`src/rtl/lsu_mem_master.sv`:
```
// ----------------------------------------------------------------------------
// lsu_mem_master
// Load/store initiator between the processor datapath and a single-ported
// word-wide data memory. One request is accepted at a time over a
// valid/ready handshake. Byte, halfword and word accesses are supported.
// Lanes are little-endian. Sub-word loads are sign- or zero-extended, and
// sub-word stores are done as read-modify-write.
//
// Optional feature macro: LSU_RANGE_CHECK_EN
//   defined   : requests reaching past MEM_BYTES are rejected with resp_err.
//   undefined : no range check; the memory aliases on its low index bits.
//
// Ports
//   clk, rst_n            clock, asynchronous active-low reset
//   req_valid/req_ready   request handshake (ready only while idle)
//   req_write             1 = store, 0 = load
//   req_size              00 byte, 01 halfword, 10 word, 11 reserved (error)
//   req_signed            sign-extend sub-word loads
//   req_addr              byte address
//   req_wdata             right-justified store data
//   resp_valid            one-cycle completion pulse
//   resp_rdata            extended load data (0 for stores and errors)
//   resp_err              request rejected, no memory effect
//   address               word-aligned memory address
//   Write_Data            word written to memory
//   MemRead / MemWrite    memory read / write enables
//   Read_Data             asynchronous memory read data
// ----------------------------------------------------------------------------
module lsu_mem_master #(
    parameter int ADDR_W    = 32,
    parameter int MEM_BYTES = 128
) (
    input  logic              clk,
    input  logic              rst_n,
    input  logic              req_valid,
    output logic              req_ready,
    input  logic              req_write,
    input  logic [1:0]        req_size,
    input  logic              req_signed,
    input  logic [ADDR_W-1:0] req_addr,
    input  logic [31:0]       req_wdata,
    output logic              resp_valid,
    output logic [31:0]       resp_rdata,
    output logic              resp_err,
    output logic [31:0]       address,
    output logic [31:0]       Write_Data,
    output logic              MemRead,
    output logic              MemWrite,
    input  logic [31:0]       Read_Data
);

    typedef enum logic [2:0] {
        S_IDLE   = 3'd0,
        S_LOAD   = 3'd1,
        S_RMW_RD = 3'd2,
        S_WR     = 3'd3,
        S_RESP   = 3'd4
    } state_t;

    state_t              state_q, state_d;
    logic [1:0]          size_q, size_d;
    logic                signed_q, signed_d;
    logic [ADDR_W-1:0]   addr_q, addr_d;
    logic [31:0]         wdata_q, wdata_d;
    logic                req_ready_q, req_ready_d;
    logic                resp_valid_q, resp_valid_d;
    logic [31:0]         resp_rdata_q, resp_rdata_d;
    logic                resp_err_q, resp_err_d;
    logic [31:0]         address_q, address_d;
    logic [31:0]         write_data_q, write_data_d;
    logic                mem_read_q, mem_read_d;
    logic                mem_write_q, mem_write_d;
    logic                range_err_s;
    logic                req_err_s;

    // Alignment / reserved-size error for a request.
    function automatic logic align_err(input logic [1:0] size, input logic [1:0] lane);
        logic err;
        case (size)
            2'b00:   err = 1'b0;
            2'b01:   err = lane[0];
            2'b10:   err = (lane != 2'b00);
            default: err = 1'b1;
        endcase
        return err;
    endfunction

    // Shift the selected lanes down to bit 0 and extend to 32 bits.
    function automatic logic [31:0] load_extend(input logic [31:0] word,
                                                input logic [1:0]  lane,
                                                input logic [1:0]  size,
                                                input logic        sgn);
        logic [31:0] sh;
        logic [31:0] res;
        sh = word >> {lane, 3'b000};
        case (size)
            2'b00:   res = sgn ? {{24{sh[7]}}, sh[7:0]} : {24'h000000, sh[7:0]};
            2'b01:   res = sgn ? {{16{sh[15]}}, sh[15:0]} : {16'h0000, sh[15:0]};
            default: res = word;
        endcase
        return res;
    endfunction

    // Replace the target lanes of the captured word with the store data.
    function automatic logic [31:0] merge_store(input logic [31:0] word,
                                                input logic [31:0] wdata,
                                                input logic [1:0]  lane,
                                                input logic [1:0]  size);
        logic [31:0] mask;
        logic [31:0] data;
        case (size)
            2'b00: begin
                mask = 32'h0000_00FF << {lane, 3'b000};
                data = {24'h000000, wdata[7:0]} << {lane, 3'b000};
            end
            2'b01: begin
                mask = 32'h0000_FFFF << {lane, 3'b000};
                data = {16'h0000, wdata[15:0]} << {lane, 3'b000};
            end
            default: begin
                mask = 32'hFFFF_FFFF;
                data = wdata;
            end
        endcase
        return (word & ~mask) | (data & mask);
    endfunction

    // Optional out-of-range detection on the incoming request.
`ifdef LSU_RANGE_CHECK_EN
    always_comb begin
        logic [ADDR_W:0] end_addr;
        logic [ADDR_W:0] nbytes;
        case (req_size)
            2'b00:   nbytes = (ADDR_W+1)'(1);
            2'b01:   nbytes = (ADDR_W+1)'(2);
            default: nbytes = (ADDR_W+1)'(4);
        endcase
        end_addr    = {1'b0, req_addr} + nbytes;
        range_err_s = (end_addr > (ADDR_W+1)'(MEM_BYTES));
    end
`else
    // Range check disabled: the memory aliases out-of-range addresses.
    always_comb begin
        range_err_s = 1'b0;
    end
`endif

    // Combined rejection condition for the incoming request.
    always_comb begin
        req_err_s = align_err(req_size, req_addr[1:0]) | range_err_s;
    end

    // Next-state and next-output computation; every output is registered.
    always_comb begin
        state_d      = state_q;
        size_d       = size_q;
        signed_d     = signed_q;
        addr_d       = addr_q;
        wdata_d      = wdata_q;
        resp_valid_d = 1'b0;
        resp_rdata_d = 32'h0000_0000;
        resp_err_d   = 1'b0;
        address_d    = 32'h0000_0000;
        write_data_d = 32'h0000_0000;
        mem_read_d   = 1'b0;
        mem_write_d  = 1'b0;
        case (state_q)
            S_IDLE: begin
                if (req_valid) begin
                    size_d   = req_size;
                    signed_d = req_signed;
                    addr_d   = req_addr;
                    wdata_d  = req_wdata;
                    if (req_err_s) begin
                        state_d      = S_RESP;
                        resp_valid_d = 1'b1;
                        resp_err_d   = 1'b1;
                    end else if (!req_write) begin
                        state_d    = S_LOAD;
                        mem_read_d = 1'b1;
                        address_d  = 32'(req_addr) & 32'hFFFF_FFFC;
                    end else if (req_size == 2'b10) begin
                        state_d      = S_WR;
                        mem_write_d  = 1'b1;
                        address_d    = 32'(req_addr) & 32'hFFFF_FFFC;
                        write_data_d = req_wdata;
                    end else begin
                        state_d    = S_RMW_RD;
                        mem_read_d = 1'b1;
                        address_d  = 32'(req_addr) & 32'hFFFF_FFFC;
                    end
                end else begin
                    state_d = S_IDLE;
                end
            end
            S_LOAD: begin
                state_d      = S_RESP;
                resp_valid_d = 1'b1;
                resp_rdata_d = load_extend(Read_Data, addr_q[1:0], size_q, signed_q);
            end
            S_RMW_RD: begin
                state_d      = S_WR;
                mem_write_d  = 1'b1;
                address_d    = 32'(addr_q) & 32'hFFFF_FFFC;
                write_data_d = merge_store(Read_Data, wdata_q, addr_q[1:0], size_q);
            end
            S_WR: begin
                state_d      = S_RESP;
                resp_valid_d = 1'b1;
            end
            S_RESP: begin
                state_d = S_IDLE;
            end
            default: begin
                state_d = S_IDLE;
            end
        endcase
        req_ready_d = (state_d == S_IDLE);
    end

    // State, latched request fields and registered outputs.
    always_ff @(posedge clk or negedge rst_n) begin
        if (!rst_n) begin
            state_q      <= S_IDLE;
            size_q       <= 2'b00;
            signed_q     <= 1'b0;
            addr_q       <= '0;
            wdata_q      <= 32'h0000_0000;
            req_ready_q  <= 1'b1;
            resp_valid_q <= 1'b0;
            resp_rdata_q <= 32'h0000_0000;
            resp_err_q   <= 1'b0;
            address_q    <= 32'h0000_0000;
            write_data_q <= 32'h0000_0000;
            mem_read_q   <= 1'b0;
            mem_write_q  <= 1'b0;
        end else begin
            state_q      <= state_d;
            size_q       <= size_d;
            signed_q     <= signed_d;
            addr_q       <= addr_d;
            wdata_q      <= wdata_d;
            req_ready_q  <= req_ready_d;
            resp_valid_q <= resp_valid_d;
            resp_rdata_q <= resp_rdata_d;
            resp_err_q   <= resp_err_d;
            address_q    <= address_d;
            write_data_q <= write_data_d;
            mem_read_q   <= mem_read_d;
            mem_write_q  <= mem_write_d;
        end
    end

    assign req_ready  = req_ready_q;
    assign resp_valid = resp_valid_q;
    assign resp_rdata = resp_rdata_q;
    assign resp_err   = resp_err_q;
    assign address    = address_q;
    assign Write_Data = write_data_q;
    assign MemRead    = mem_read_q;
    assign MemWrite   = mem_write_q;

endmodule

```
`config.mk`:
```
export PLATFORM = sky130hd
export DESIGN_NAME = lsu_mem_master
export DESIGN_NICKNAME = d
export VERILOG_FILES = /design/src/rtl/lsu_mem_master.sv
export SDC_FILE = /design/constraint.sdc
export NUM_CORES = 1
export LEC_CHECK = 0
export BUFFER_PORTS_ARGS = -buffer_cell sky130_fd_sc_hd__buf_2
export CORE_AREA = 2 2 151 153
export CTS_CLUSTER_SIZE = 8
export DETAILED_ROUTE_END_ITERATION = 7
export DIE_AREA = 0 0 153 155
export SYNTH_ARGS = -nofsm -noshare
export SYNTH_HDL_FRONTEND = slang
export SYNTH_SLANG_ARGS = --single-unit
```
`constraint.sdc`:
```
create_clock -name clk -period 6 [get_ports clk]
set_clock_uncertainty 0.2 [all_clocks]
set_input_delay 0.3 -clock clk [delete_from_list [all_inputs] [get_ports clk]]
set_output_delay 0.3 -clock clk [all_outputs]
set_load 0.05 [all_outputs]
```
* After elaboration in Yosys (flattened, before gate mapping)
Cells that the tools add are included.
** Operators by class
- Reduce and logical (&&, ||, !) cells :: 7
- Eq/ne operators :: 6
- Shifts and indexed selects :: 5
- Bitwise logic cells :: 4
- Mux-type cells :: 36
** Operators with widths (count)
- 2-to-1 mux 32 bit :: 11
- one-hot mux 32 bit (2 select lines) :: 5
- bitwise AND 32 bit :: 2
- NOT 32 bit :: 1
- bitwise OR 32 bit :: 1
- << shifter 16 x 5 -> 32 bit :: 1
- << shifter 16 x 5 -> 32 bit, first input constant :: 1
- << shifter 8 x 5 -> 32 bit :: 1
- << shifter 8 x 5 -> 32 bit, first input constant :: 1
- >> shifter 32 x 5 -> 16 bit :: 1
- 2-to-1 mux 1 bit :: 13
- one-hot mux 3 bit (3 select lines) :: 1
- == test 3 x 2 -> 1 bit, second input constant :: 2
- logical NOT 3 bit :: 2
- 2-to-1 mux 3 bit :: 2
- == test 2 x 1 -> 1 bit, second input constant :: 2
- logical NOT 2 bit :: 2
- one-hot mux 1 bit (2 select lines) :: 2
- == test 3 x 1 -> 1 bit, second input constant :: 1
- one-hot mux 1 bit (3 select lines) :: 1
- == test 2 bit, second input constant :: 1
- 2-to-1 mux 2 bit :: 1
- AND reduction 2 bit :: 1
- nonzero test 2 bit :: 1
- OR reduction 2 bit :: 1
** Word-level totals
- Logic and storage cells :: 71
- Output and inout port bits :: 101
- Flip-flop bits (word level) :: 171
- Bits of input ports :: 103

* Logic depth before layout (Yosys ltp)
- Depth in word-level cells :: 7
- Mapped depth :: 7
- Gate-level depth less buffers :: 4

* Worst setup path before layout
OpenSTA, ideal clock, no wires.
- Kind :: register to register
- Start :: register state_q[1]
- End :: register write_data_q[19] (netlist: Write_Data[19])
- Period minus slack after synthesis :: 2.208 ns
- Stages on the path, launching flop included :: 8
- Setup slack :: 3.792 ns
- Buffers on the path :: 3
- Data arrival time :: 1.939 ns
- Setup time :: 0.069 ns
- Cell sequence :: dfrtp_1 > clkbuf_1 > or4b_1 > buf_2 > a21oi_4 > nor4b_4 > buf_4 > a221o_1
** On the way
- Cells in the longest elaborated chain, start to end :: 2
- Elaborated cells between the ends (all ways) :: 3
** Ends and longest elaborated chain
- from (decl) :: RTL line 60 : state_t state_q, state_d;
- from (signal assigned) :: RTL line 238 : state_q <= state_d;
- == test 3 x 2 -> 1 bit / logical NOT 3 bit (equally long branches) :: RTL line 167 : case (state_q)
- one-hot mux 32 bit (2 select lines) (*) :: RTL line 167
- via write_data_d[19] :: RTL line 70 : logic [31:0] write_data_q, write_data_d;
- to (signal assigned) :: RTL line 248 : write_data_q <= write_data_d;
- to (decl) :: RTL line 70
Mark *: on every way through the listed nets, which the timed path passes. The rest lies on a longest branch.
A chain may end at the register's enable or synchronous reset.

* Final worst setup path
- Start :: register addr_q[1]
- End :: register resp_rdata_q[30] (netlist: resp_rdata[30])
** On the way
- Cells in the longest elaborated chain, start to end :: 4
- Elaborated cells between the ends (all ways) :: 5
** Ends and longest elaborated chain
- from (decl) :: RTL line 63 : logic [ADDR_W-1:0] addr_q, addr_d;
- from (signal assigned) :: RTL line 241 : addr_q <= addr_d;
- >> shifter 32 x 5 -> 16 bit (*) :: RTL line 95 : sh = word >> {lane, 3'b000};
- 2-to-1 mux 32 bit (on tied branches) :: RTL line 98, 97
- one-hot mux 32 bit (2 select lines) (*) :: RTL line 96 : case (size)
- 2-to-1 mux 32 bit (*) :: RTL line 167
- via resp_rdata_d[30] :: RTL line 67 : logic [31:0] resp_rdata_q, resp_rdata_d;
- to (signal assigned) :: RTL line 245 : resp_rdata_q <= resp_rdata_d;
- to (decl) :: RTL line 67
Marks and branches as above.

==> run summary <==
The routed via count divided by cell count is 5.13, and the number of nets still failing antenna checks after routing is 0. The first detailed-routing pass ran for 5 iterations. The run finished with clean final reports. The worst ir drop on vdd was 263 uV; the first-pass GRT wire length was 37.8 mm. The net total in the final layout is 1,084. Yosys attributes the largest share of cell area to dfrtp_1 57%, nand2_1 12%, o2bb2ai_1 3.3%. The data arrival at the endpoint of the critical path is 3080 ps.

Entering global routing, the biggest net connects 101 pins. Post-CTS clock slew at the launch and capture registers of the worst setup and hold paths: 70 ps. The floorplan step defined a core boundary enclosing 0.0222 sq mm. The share of the Yosys chip area taken by registers is 57.5%. The final critical-path share of the clock period was 49.3%; the half-perimeter wire length of the detailed placement result was 15.9 mm.

For the row count, the log shows 55. The average instance in the mapped netlist occupies 10.2 sq um. The logs give 0.00736 sq mm for the netlist area before placement and 0.850 for the final RePlAce weighted congestion. The die outline area is 0.0237 sq mm, and the number of buffers between clock root and the deepest sink is 2.

Of the cells placed in the final design, the portion with a size suffix greater than 1 is 26.0%. The tools report the via count of the first global-routing pass as 6,651. In this run, synthesis produced a sequential element count of 169.

The smallest clock period supported by the final layout is computed as 2960 ps. Once the floorplan was initialized, standard cells occupied 33.1% of the core. The count of endpoints failing hold in the final timing report is 0. Data on the critical path is required at its endpoint by 6120 ps. STA classifies the critical path endpoint as a flop. Clock tree synthesis selected as its root buffer the cell clkbuf_16. The cell area power density works out to 530 mW/mm^2. STA classifies the critical path startpoint as a flop.

The biggest fanout along the worst timing path is 28. The signed area change from the synthesized netlist to the final layout works out to 36.6%. The vertical extent of the die is 155 um.

For the final routed database, the setup TNS stands at 0 ps. Wires add up to 24.1 mm. In this run the number of H-tree levels came out at 4. The die is 153 um wide.

The routed layout has 6,565 vias. For this run, the top clock speed supported by timing is 338 MHz. TritonCTS built the clock tree.

The tool flagged a number of max-cap violations equal to 0. Synthesis handed over a netlist of 718 instances. For the I/O pin total, the log shows 204. The number of clock buffers added by TritonCTS is 17. The biggest area contributor in the post-synthesis netlist is dfrtp_1. Input and output buffers added on the ports amount to 201. During synthesis, Yosys emitted a total of 0 warnings.

In the routed design, unresolved DRC markers number 0. For this run, the number of standard cells in the final layout without fillers is 1,279. The clock insertion delay at the later pin of the skew report was 420 ps.

The slack of the worst reg-to-reg path is 3040 ps. Worst min-delay path class: in -> reg. Headroom to the max-slew limit came out at 18.5%. The number of setup violations in the final report was 0; the final routed wire length divided by cell count was 18.8 um.

The number of antenna diodes in the final layout is 0. For the initial antenna violation count, the log shows 0. Setup repair after global routing left no endpoint under its margin. The run gives 529 as the DRC violation total after the first TritonRoute iteration. For the distinct cell type count after synthesis, the log shows 45.

The run gives 0 as the final max-slew violation count. The overall overflow remaining after global route is 0, and the portion of synthesized cell area occupied by the leading cell type is 57.1%. The leakage dissipation was 5.11 nW.

The slew at the pin with the worst max-slew slack came out at 1220 ps. The type of the worst setup path is reg -> reg. For this run, the total global-route usage over all layers was measured as 20.4%. For this design, the sink count on the clock tree is 169. The placed cell count was 1,156.
[stage by stage]
stage               setup slack, ps  power [W]  hold slack [ps]  utilization, %  area [sq um]
floorplan                      3790    0.00354             -196               -          7360
global placement               3190    0.00418              257            38.5          8560
detailed placement             3120    0.00421              262            38.5          8560
CTS                            3100    0.00535            0.412            45.2         10000
global route                   2840    0.00565            0.405            45.2         10100
finish                         3040    0.00533             19.4            45.2         10100
[worst paths after layout]
check | start | endpoint | cells past startpoint
max | addr_q[1]$_DFFE_PN0P_ | resp_rdata[30]$_DFF_PN0_ | 4
min | Read_Data[18] | resp_rdata[18]$_DFF_PN0_ | 3
max reg2reg | addr_q[1]$_DFFE_PN0P_ | resp_rdata[30]$_DFF_PN0_ | 4
min reg2reg | addr_q[23]$_DFFE_PN0P_ | addr_q[23]$_DFFE_PN0P_ | 2
max in group asynchronous | rst_n | resp_valid$_DFF_PN0_ | 3
min in group asynchronous | rst_n | resp_rdata[17]$_DFF_PN0_ | 2
[sequential cells by signal, indices dropped and copies added (netlist names)]
signal      flops
req_ready       1
MemRead         1
size_q          2
resp_err        1
resp_rdata     32
MemWrite        1
address        30
Write_Data     32
wdata_q        32
state_q         3
addr_q         32
resp_valid      1
signed_q        1
[critical path, stage by stage, from the launching register on]
cell and delay [ps]:
dfrtp_1 910, nor2b_1 1040, o2bb2ai_1 210, a21boi_2 230, a211oi_1 270
[cell usage after synthesis (all sizes together)]
cell type  count
o221a          3
o22a           8
o21ai         13
o22ai          8
o2bb2ai       28
a21boi         1
mux2i         23
dfstp          1
a21oi          7
mux2           2
a2bb2oi        8
dfrtp        168
o31a           1
a221o          8
a221oi        12
clkbuf        48
nor3           9
or4b           1
and2           1
nor4           1
inv            5
or3           10
a22oi          7
nand2b         3
nor2          29
nand2        226
a32o          24
nor3b          1
conb           1
nor4b          2
a211oi        16
a22o          14
and3b          2
nor2b          2
or2            3
clkinv         3
o221ai         8
a21o           1
buf           10
[cell usage in the layout (no fill, tap or decap), drive strengths merged, types with 8 or more instances in the layout]
master,count
nand2,226
a211oi,16
o2bb2ai,28
a2bb2oi,8
mux2i,23
o21ai,13
dlygate4sd3,91
dfrtp,168
inv,14
or3,10
clkbuf,19
buf,210
a22o,14
o221ai,8
a221o,8
o22ai,8
a221oi,12
o22a,8
nor2,29
nor3,9
a32o,24
[area by class of cell]
type / count / area, sq um
Multi-Input combinational cell: 484 / 2870
Fill cell: 2118 / 12200
Inverter: 8 / 30.0
Sequential cell: 169 / 4230
Clock inverter: 13 / 126
Clock buffer: 19 / 453
Tap cell: 285 / 357
Timing Repair Buffer: 301 / 1990
[power breakdown]
group	total, W	leakage, nW	switching (W)	internal, W
combinational	0.00238	2.60	0.00167	0.000717
sequential	0.00186	2.22	0.000320	0.00154
clock	0.00108	0.289	0.000510	0.000575
total	0.00533	5.11	0.00250	0.00283
[cells by family after synthesis]
family                 Yosys count  share of synthesized area [%]
AO/OA/AOI/OAI                  167                           19.1
AND/OR/NAND/NOR                290                           16.2
buffers and inverters           66                           3.69
other                            1                         0.0510
multiplexers                    25                           3.43
flip-flops                     169                           57.5
[routing by layer]
layer  vias up  GRT usage, %  wire length (um)
li1       3061             -                 -
met1      3166          27.9             10400
met2       292          31.7             11100
met3        46          5.21              1810
met4         0          6.83               770
met5         -             0                 0
[what timing repair did]
action / in CTS / in global routing
hold buffers: 90 / 1
hold endpoints to repair: 252 / 1
setup buffers: 0 / 0
resized for setup: 0 / 0
Note: power is estimated with default switching activity, not from simulation.
